[src/rtl/lsu_mem_access_pkg.sv]
// Shared definitions for the load/store access stage.
//   LSU_SIZE_*      : request size encodings (11 is handled as word)
//   lsu_state_e     : access sequencer states
//   lsu_size_mask   : byte-lane mask of an access before lane positioning
//   lsu_is_split    : true when an access crosses a word boundary
package lsu_mem_access_pkg;

   localparam logic [1:0] LSU_SIZE_B = 2'b00;
   localparam logic [1:0] LSU_SIZE_H = 2'b01;
   localparam logic [1:0] LSU_SIZE_W = 2'b10;

   typedef enum logic [1:0] {
      LSU_IDLE   = 2'd0,
      LSU_FIRST  = 2'd1,
      LSU_SECOND = 2'd2,
      LSU_RESP   = 2'd3
   } lsu_state_e;

   function automatic logic [3:0] lsu_size_mask(input logic [1:0] size);
      case (size)
         LSU_SIZE_B: return 4'b0001;
         LSU_SIZE_H: return 4'b0011;
         default:    return 4'b1111;
      endcase
   endfunction

   // size[1] covers both the word encoding and the reserved 11
   function automatic logic lsu_is_split(input logic [1:0] size, input logic [1:0] off);
      return ((size == LSU_SIZE_H) && (off == 2'd3)) || (size[1] && (off != 2'd0));
   endfunction

endpackage

[src/rtl/lsu_mem_access_if.sv]
// Request/response and RAM-side bundle of the load/store access stage.
//   slave  : the access stage (takes requests, drives the RAM)
//   master : execute stage plus data RAM (offers requests, returns read data)
interface lsu_mem_access_if #(
   parameter int unsigned ADDR_W = 32
);
   logic              req_valid_i;
   logic              req_ready_o;
   logic              req_we_i;
   logic [1:0]        req_size_i;
   logic              req_unsigned_i;
   logic [ADDR_W-1:0] req_addr_i;
   logic [31:0]       req_wdata_i;
   logic              resp_valid_o;
   logic [31:0]       resp_rdata_o;
   logic [ADDR_W-1:0] ram_r_addr_o;
   logic              ram_w_en_o;
   logic [ADDR_W-1:0] ram_w_addr_o;
   logic [31:0]       ram_w_data_o;
   logic [3:0]        ram_w_sel_o;
   logic [31:0]       ram_r_data_i;

   modport slave (
      input  req_valid_i, req_we_i, req_size_i, req_unsigned_i, req_addr_i, req_wdata_i,
             ram_r_data_i,
      output req_ready_o, resp_valid_o, resp_rdata_o,
             ram_r_addr_o, ram_w_en_o, ram_w_addr_o, ram_w_data_o, ram_w_sel_o
   );

   modport master (
      output req_valid_i, req_we_i, req_size_i, req_unsigned_i, req_addr_i, req_wdata_i,
             ram_r_data_i,
      input  req_ready_o, resp_valid_o, resp_rdata_o,
             ram_r_addr_o, ram_w_en_o, ram_w_addr_o, ram_w_data_o, ram_w_sel_o
   );
endinterface

[src/rtl/lsu_lane_align.sv]
// Combinational byte-lane alignment for the load/store access stage.
//   size, off, is_unsigned : captured request size, address offset, extension mode
//   wdata                  : right-justified store data
//   lo, hi                 : first / second RAM words of a load (hi = 0 if not split)
//   sel_first/data_first   : byte enables and data for the first word
//   sel_second/data_second : byte enables and data for the second word
//   rdata                  : aligned and extended load result
module lsu_lane_align
   import lsu_mem_access_pkg::*;
(
   input  logic [1:0]  size,
   input  logic [1:0]  off,
   input  logic        is_unsigned,
   input  logic [31:0] wdata,
   input  logic [31:0] lo,
   input  logic [31:0] hi,
   output logic [3:0]  sel_first,
   output logic [31:0] data_first,
   output logic [3:0]  sel_second,
   output logic [31:0] data_second,
   output logic [31:0] rdata
);
   logic [2:0]  back;
   logic [31:0] shifted;

   always_comb begin
      back        = 3'd4 - {1'b0, off};
      // 4-bit result: lanes pushed past bit 3 belong to the second word
      sel_first   = lsu_size_mask(size) << off;
      data_first  = wdata << {off, 3'b000};
      sel_second  = lsu_size_mask(size) >> back;
      data_second = wdata >> {back, 3'b000};
      shifted     = 32'({hi, lo} >> {off, 3'b000});
      case (size)
         LSU_SIZE_B: rdata = {{24{~is_unsigned & shifted[7]}}, shifted[7:0]};
         LSU_SIZE_H: rdata = {{16{~is_unsigned & shifted[15]}}, shifted[15:0]};
         default:    rdata = shifted;
      endcase
   end
endmodule

[src/rtl/lsu_mem_access.sv]
// Load/store access stage in front of the data RAM. Accepts one request per
// handshake, issues one or two word accesses (two when the access crosses a
// word boundary) and returns a one-cycle response pulse with load data.
//   clk, rst : clock, synchronous active-high reset
//   bus      : request/response handshake and RAM port (slave side)
module lsu_mem_access
   import lsu_mem_access_pkg::*;
#(
   parameter int unsigned ADDR_W = 32
)(
   input logic              clk,
   input logic              rst,
   lsu_mem_access_if.slave  bus
);
   lsu_state_e        state;
   logic              cap_we;
   logic              cap_uns;
   logic [1:0]        cap_size;
   logic [ADDR_W-1:0] cap_addr;
   logic [31:0]       cap_wdata;
   logic [31:0]       lo;
   logic              resp_valid;
   logic [31:0]       resp_rdata;

   logic [1:0]        off;
   logic              split;
   logic [ADDR_W-1:0] base;
   logic [ADDR_W-1:0] base_next;
   logic [31:0]       align_lo;
   logic [31:0]       align_hi;
   logic [31:0]       load_data;
   logic [3:0]        sel_first;
   logic [3:0]        sel_second;
   logic [31:0]       data_first;
   logic [31:0]       data_second;

   always_comb begin
      off       = cap_addr[1:0];
      split     = lsu_is_split(cap_size, off);
      base      = {cap_addr[ADDR_W-1:2], 2'b00};
      base_next = base + ADDR_W'(4);
      // The final word is fed straight from the RAM so the result is ready
      // on the edge that enters RESP; only the first word needs a register.
      align_lo  = (state == LSU_FIRST)  ? bus.ram_r_data_i : lo;
      align_hi  = (state == LSU_SECOND) ? bus.ram_r_data_i : '0;
   end

   lsu_lane_align u_align (
      .size        (cap_size),
      .off         (off),
      .is_unsigned (cap_uns),
      .wdata       (cap_wdata),
      .lo          (align_lo),
      .hi          (align_hi),
      .sel_first   (sel_first),
      .data_first  (data_first),
      .sel_second  (sel_second),
      .data_second (data_second),
      .rdata       (load_data)
   );

   always_ff @(posedge clk) begin
      if (rst) begin
         state      <= LSU_IDLE;
         cap_we     <= 1'b0;
         cap_uns    <= 1'b0;
         cap_size   <= '0;
         cap_addr   <= '0;
         cap_wdata  <= '0;
         lo         <= '0;
         resp_valid <= 1'b0;
         resp_rdata <= '0;
      end else begin
         resp_valid <= 1'b0;
         case (state)
            LSU_IDLE: begin
               if (bus.req_valid_i) begin
                  cap_we    <= bus.req_we_i;
                  cap_uns   <= bus.req_unsigned_i;
                  cap_size  <= bus.req_size_i;
                  cap_addr  <= bus.req_addr_i;
                  cap_wdata <= bus.req_wdata_i;
                  state     <= LSU_FIRST;
               end
            end
            LSU_FIRST: begin
               lo <= bus.ram_r_data_i;
               if (split) begin
                  state <= LSU_SECOND;
               end else begin
                  state      <= LSU_RESP;
                  resp_valid <= 1'b1;
                  resp_rdata <= cap_we ? '0 : load_data;
               end
            end
            LSU_SECOND: begin
               state      <= LSU_RESP;
               resp_valid <= 1'b1;
               resp_rdata <= cap_we ? '0 : load_data;
            end
            LSU_RESP: state <= LSU_IDLE;
         endcase
      end
   end

   always_comb begin
      bus.ram_r_addr_o = '0;
      bus.ram_w_addr_o = '0;
      bus.ram_w_en_o   = 1'b0;
      bus.ram_w_sel_o  = '0;
      bus.ram_w_data_o = '0;
      case (state)
         LSU_FIRST: begin
            bus.ram_r_addr_o = base;
            bus.ram_w_addr_o = base;
            if (cap_we) begin
               bus.ram_w_en_o  = 1'b1;
               bus.ram_w_sel_o = sel_first;
               bus.ram_w_data_o = data_first;
            end
         end
         LSU_SECOND: begin
            bus.ram_r_addr_o = base_next;
            bus.ram_w_addr_o = base_next;
            if (cap_we) begin
               bus.ram_w_en_o  = 1'b1;
               bus.ram_w_sel_o = sel_second;
               bus.ram_w_data_o = data_second;
            end
         end
         default: ;
      endcase
      // A reset arriving mid-access must not let the pending write land
      if (rst) bus.ram_w_en_o = 1'b0;
   end

   assign bus.req_ready_o  = (state == LSU_IDLE);
   assign bus.resp_valid_o = resp_valid;
   assign bus.resp_rdata_o = resp_rdata;

endmodule

[src/flat_wrapper.sv]
// flat-port wrapper written by rule: the top's interface ports become plain ports
module lsu_mem_access_flat import lsu_mem_access_pkg::*;
#(
   parameter int unsigned ADDR_W = 32
)
  (clk, rst, bus_req_valid_i, bus_req_we_i, bus_req_size_i, bus_req_unsigned_i, bus_req_addr_i, bus_req_wdata_i, bus_ram_r_data_i, bus_req_ready_o, bus_resp_valid_o, bus_resp_rdata_o, bus_ram_r_addr_o, bus_ram_w_en_o, bus_ram_w_addr_o, bus_ram_w_data_o, bus_ram_w_sel_o);
  lsu_mem_access_if #(.ADDR_W(ADDR_W)) bus_i ();
  input logic clk;
  input logic rst;
  input wire logic [$bits(bus_i.req_valid_i)-1:0] bus_req_valid_i;
  input wire logic [$bits(bus_i.req_we_i)-1:0] bus_req_we_i;
  input wire logic [$bits(bus_i.req_size_i)-1:0] bus_req_size_i;
  input wire logic [$bits(bus_i.req_unsigned_i)-1:0] bus_req_unsigned_i;
  input wire logic [$bits(bus_i.req_addr_i)-1:0] bus_req_addr_i;
  input wire logic [$bits(bus_i.req_wdata_i)-1:0] bus_req_wdata_i;
  input wire logic [$bits(bus_i.ram_r_data_i)-1:0] bus_ram_r_data_i;
  output wire logic [$bits(bus_i.req_ready_o)-1:0] bus_req_ready_o;
  output wire logic [$bits(bus_i.resp_valid_o)-1:0] bus_resp_valid_o;
  output wire logic [$bits(bus_i.resp_rdata_o)-1:0] bus_resp_rdata_o;
  output wire logic [$bits(bus_i.ram_r_addr_o)-1:0] bus_ram_r_addr_o;
  output wire logic [$bits(bus_i.ram_w_en_o)-1:0] bus_ram_w_en_o;
  output wire logic [$bits(bus_i.ram_w_addr_o)-1:0] bus_ram_w_addr_o;
  output wire logic [$bits(bus_i.ram_w_data_o)-1:0] bus_ram_w_data_o;
  output wire logic [$bits(bus_i.ram_w_sel_o)-1:0] bus_ram_w_sel_o;
  assign bus_i.req_valid_i = bus_req_valid_i;
  assign bus_i.req_we_i = bus_req_we_i;
  assign bus_i.req_size_i = bus_req_size_i;
  assign bus_i.req_unsigned_i = bus_req_unsigned_i;
  assign bus_i.req_addr_i = bus_req_addr_i;
  assign bus_i.req_wdata_i = bus_req_wdata_i;
  assign bus_i.ram_r_data_i = bus_ram_r_data_i;
  assign bus_req_ready_o = bus_i.req_ready_o;
  assign bus_resp_valid_o = bus_i.resp_valid_o;
  assign bus_resp_rdata_o = bus_i.resp_rdata_o;
  assign bus_ram_r_addr_o = bus_i.ram_r_addr_o;
  assign bus_ram_w_en_o = bus_i.ram_w_en_o;
  assign bus_ram_w_addr_o = bus_i.ram_w_addr_o;
  assign bus_ram_w_data_o = bus_i.ram_w_data_o;
  assign bus_ram_w_sel_o = bus_i.ram_w_sel_o;
  lsu_mem_access #(.ADDR_W(ADDR_W)) u_core (.clk(clk), .rst(rst), .bus(bus_i));
endmodule
[config.mk]
export PLATFORM = sky130hd
export DESIGN_NAME = lsu_mem_access_flat
export DESIGN_NICKNAME = d
export VERILOG_FILES = /design/src/rtl/lsu_mem_access_pkg.sv /design/src/rtl/lsu_mem_access_if.sv /design/src/rtl/lsu_lane_align.sv /design/src/rtl/lsu_mem_access.sv /design/src/flat_wrapper.sv
export SDC_FILE = /design/constraint.sdc
export NUM_CORES = 1
export LEC_CHECK = 0
export BUFFER_PORTS_ARGS = -buffer_cell sky130_fd_sc_hd__buf_4
export CAP_MARGIN = 20
export CORE_MARGIN = 10
export CORE_UTILIZATION = 40
export DETAILED_ROUTE_END_ITERATION = 8
export HOLD_SLACK_MARGIN = 0.02
export SLEW_MARGIN = 25
export SYNTH_ARGS = -nofsm -noshare
export SYNTH_HDL_FRONTEND = slang
export SYNTH_SLANG_ARGS = --single-unit
[constraint.sdc]
create_clock -name clk -period 3.5 [get_ports clk]
set_clock_uncertainty 0.1 [all_clocks]
set_input_delay 0.35 -clock clk [delete_from_list [all_inputs] [get_ports clk]]
set_output_delay 0.35 -clock clk [all_outputs]
set_load 0.01 [all_outputs]
==> run_results.csv <==
group,metric,value,unit
detailed_routing,drt_iter0_drc,687,
timing,rsz0062_at_grt,"no",
placement,post-place-ws,0.440,ns
placement,hpwl,21500,microns
logic_synthesis,synth_top_area_share,32.4,%
timing,setup_viol,0,
timing,slew_violations,0,
logic_synthesis,yosys_warnings,0,
floorplan,die_height,164,microns
run_status,status,"finished clean",
power_and_ir_drop,seqPwrFrac,31.6,%
layout,layout-drive-gt1-share,27.4,%
detailed_routing,wl_met2,13200,microns
logic_synthesis,yosys-top-cells-count,"nand2_1, dfxtp_1, a21oi_1",
logic_synthesis,synth_area_leaders,"dfxtp_1, nand2_1, mux2i_1",
timing,fin_ws,0.139,ns
timing,hold_viol,0,
clocking,cts_setup_buffers,0,
critical_path,arrival,2.91,ns
detailed_routing,vias,8413,
logic_synthesis,synth_ff_type,"dfxtp_1",
logic_synthesis,syn_area_per_cell,7.72,sq um
critical_path,cp-start-kind,"flop",
detailed_routing,wire_per_inst,19.5,microns
logic_synthesis,synth_edf_count,0,
power_and_ir_drop,swShare,40.1,%
clocking,htree_levels,4,
detailed_routing,drc,0,
global_routing,grt_pass1_vias,8031,
critical_path,slowest_stage,"ha_1",
critical_path,cp.required,3.05,ns
power_and_ir_drop,power,6.96,mW
layout,nNetsFinal,1346,
clocking,clk_latency,0.43,ns
detailed_routing,drtPass1Iterations,5,
clocking,cts_tree,"built",
detailed_routing,wl,29500,microns
placement,io_buffer_count,233,
detailed_routing,via_per_inst,5.55,
detailed_routing,highest_layer,"met4",
power_and_ir_drop,power.share.clock,26.4,%
global_routing,antenna_found_initial,0,
logic_synthesis,netlist_area,8340,sq um
power_and_ir_drop,power_density,657,nW/um^2
critical_path,crit_buf_inv,3,
critical_path,critPathCaptureType,"output port",
layout,syn_to_final_growth,27.0,%
critical_path,path_max_fanout,34,
critical_path,crit_chain,"inv_2 > ha_1 > clkinv_1 > a21oi_1 > o22ai_1 > nand2_1 > a221oi_1 > buf_4",
logic_synthesis,yosysTopAreaCell,"dfxtp_1",
clocking,cts_sinks,135,
placement,place_congestion,0.863,
critical_path,max_stage_delay,0.61,ns
floorplan,die_area,27000,sq um
floorplan,row_count,52,
timing,relSlewSlack,32.5,%
floorplan,die_w,164,microns
timing,min_period_over_period,96.0,%
critical_path,path_delay_family,"buffers and inverters",
power_and_ir_drop,p_sw,2.79,mW
logic_synthesis,netlist_instances,1081,
logic_synthesis,yosys.cell_count.top_type,"nand2_1",
global_routing,overflow,0,
floorplan,pin_count,238,
global_routing,grt_max_degree,72,
timing,max_freq,298,MHz
global_routing,track_usage,21.0,%
logic_synthesis,synth_seq_cells,135,
logic_synthesis,yosysSeqAreaShare,32.4,%
clocking,clk_pin_slew,0.07,ns
clocking,cts_root_buffer,"clkbuf_16",
timing,layout_min_cycle_time,3.36,ns
detailed_routing,met1_length,13100,microns
detailed_routing,met3WireLength,2560,microns
global_routing,grt_pass1_wl,45600,microns
detailed_routing,antenna_left,0,
layout,antenna_cells,0,
timing,worst_slew_pin_slew,1.01,ns
logic_synthesis,synthArstFlopShare,0,%
layout,nFillCells,2019,
clocking,cts_inserted_buffers,17,
floorplan,core,20400,sq um
critical_path,path_class,"reg2out",
hold_path,hold_class,"in2reg",
power_and_ir_drop,p_leak,4.18,nW
power_and_ir_drop,ir_worst_vdd,353,uV
timing,tns,0,ns
logic_synthesis,synth.distinct_cells,59,
run,cap_violations,0,
power_and_ir_drop,p_int,4.16,mW
floorplan,initial_core_util,41.0,%
power_and_ir_drop,combinationalPowerShare,42.0,%
clocking,clockBufferDepth,2,
[path summary, 6_finish.rpt]
kind / from / to / slack (ns) / depth (start not counted)
max: u_core.cap_addr[0] / bus_ram_w_sel_o[1] / 0.14 / 8
min: bus_req_wdata_i[21] / u_core.cap_wdata[21] / 0.07 / 3
max reg2reg: u_core.state[1] / u_core.bus.resp_rdata_o[21] / 0.55 / 6
min reg2reg: u_core.bus.resp_rdata_o[5] / u_core.bus.resp_rdata_o[5] / 0.36 / 2
[cells by family (layout without fill, tap and decap cells)]
family                     count (synthesis)  after routing  synth area share (%)
adders and majority gates                  8              8                  1.20
other                                      1              4                0.0449
and+or+nand+nor                          417            417                  21.4
muxes                                    111            111                  16.1
buffers and inverters                    134            297                  8.34
AOI/OAI and AO/OA                        275            275                  20.6
DFF                                      135            135                  32.4
[routing by layer]
layer,vias up,track usage (%)
met3,41,5.80
met1,3901,28.1
met4,0,7.17
li1,4135,-
met2,336,31.9
met5,-,0
[per-stage QoR]
step                hold WS, ns  utilization [%]  cells  cell area [sq um]
global placement          0.354             49.1   1486               9990
floorplan                 0.345                -   1084               8360
detailed placement        0.354             49.1   1486               9990
finish                   0.0658             52.0   1517              10600
CTS                      0.0546             52.0   1517              10600
global route             0.0674             52.0   1517              10600
[power groups by stage]
stage | logic (mW) | clock network (mW) | registers, mW
after global routing | 3.21 | 1.92 | 2.25
after floorplan | 2.02 | 0 | 2.13
final | 2.92 | 1.83 | 2.20
after detailed placement | 2.92 | 0 | 2.22
after CTS | 2.93 | 1.86 | 2.19
after global placement | 2.88 | 0 | 2.22
[sequential cells by signal (all words and copies together) (netlist names)]
name / count
u_core.bus.resp_valid_o: 1
u_core.cap_size: 2
u_core.bus.resp_rdata_o: 32
u_core.cap_uns: 1
u_core.cap_we: 1
u_core.cap_wdata: 32
u_core.lo: 32
u_core.state: 2
u_core.cap_addr: 32
[cells in the final DEF, fill, tap and decap left out, drive strengths merged, types with 11 or more instances in the layout]
cell type and instances:
clkbuf 19, nand4 11, mux2i 72, o21ai 53, inv 14, dfxtp 135, nand2 229, mux4 16
a21oi 120, buf 255, nor3 13, nor2 102, nand3 23, a221o 16, mux2 23
[worst reg2reg max path: cells and delay by family (launching register included)]
family / cells / cell delay [ns]
AOI/OAI and AO/OA: 3 / 1.34
adders and majority gates: 1 / 0.41
buffers and inverters: 1 / 0.13
DFF: 1 / 0.32
and+or+nand+nor: 1 / 0.58
[timing repair]
action                                  4_1_cts  5_1_grt
gates resized for setup                       1        1
hold buffers                                  0        0
endpoints found under the setup margin        2        2
hold endpoints to repair                      0        0
[layout make-up]
class,instances,area [sq um],area share [%]
multi-input combinational,815,4980,47.0
sequential,135,2710,25.6
timing repair buffer,255,1930,18.2
clock buffer,19,453,4.28
tap,270,338,3.19
clock inverter,12,144,1.36
inverter,11,41.3,0.390
No activity file was read; power rests on OpenSTA's default activity.
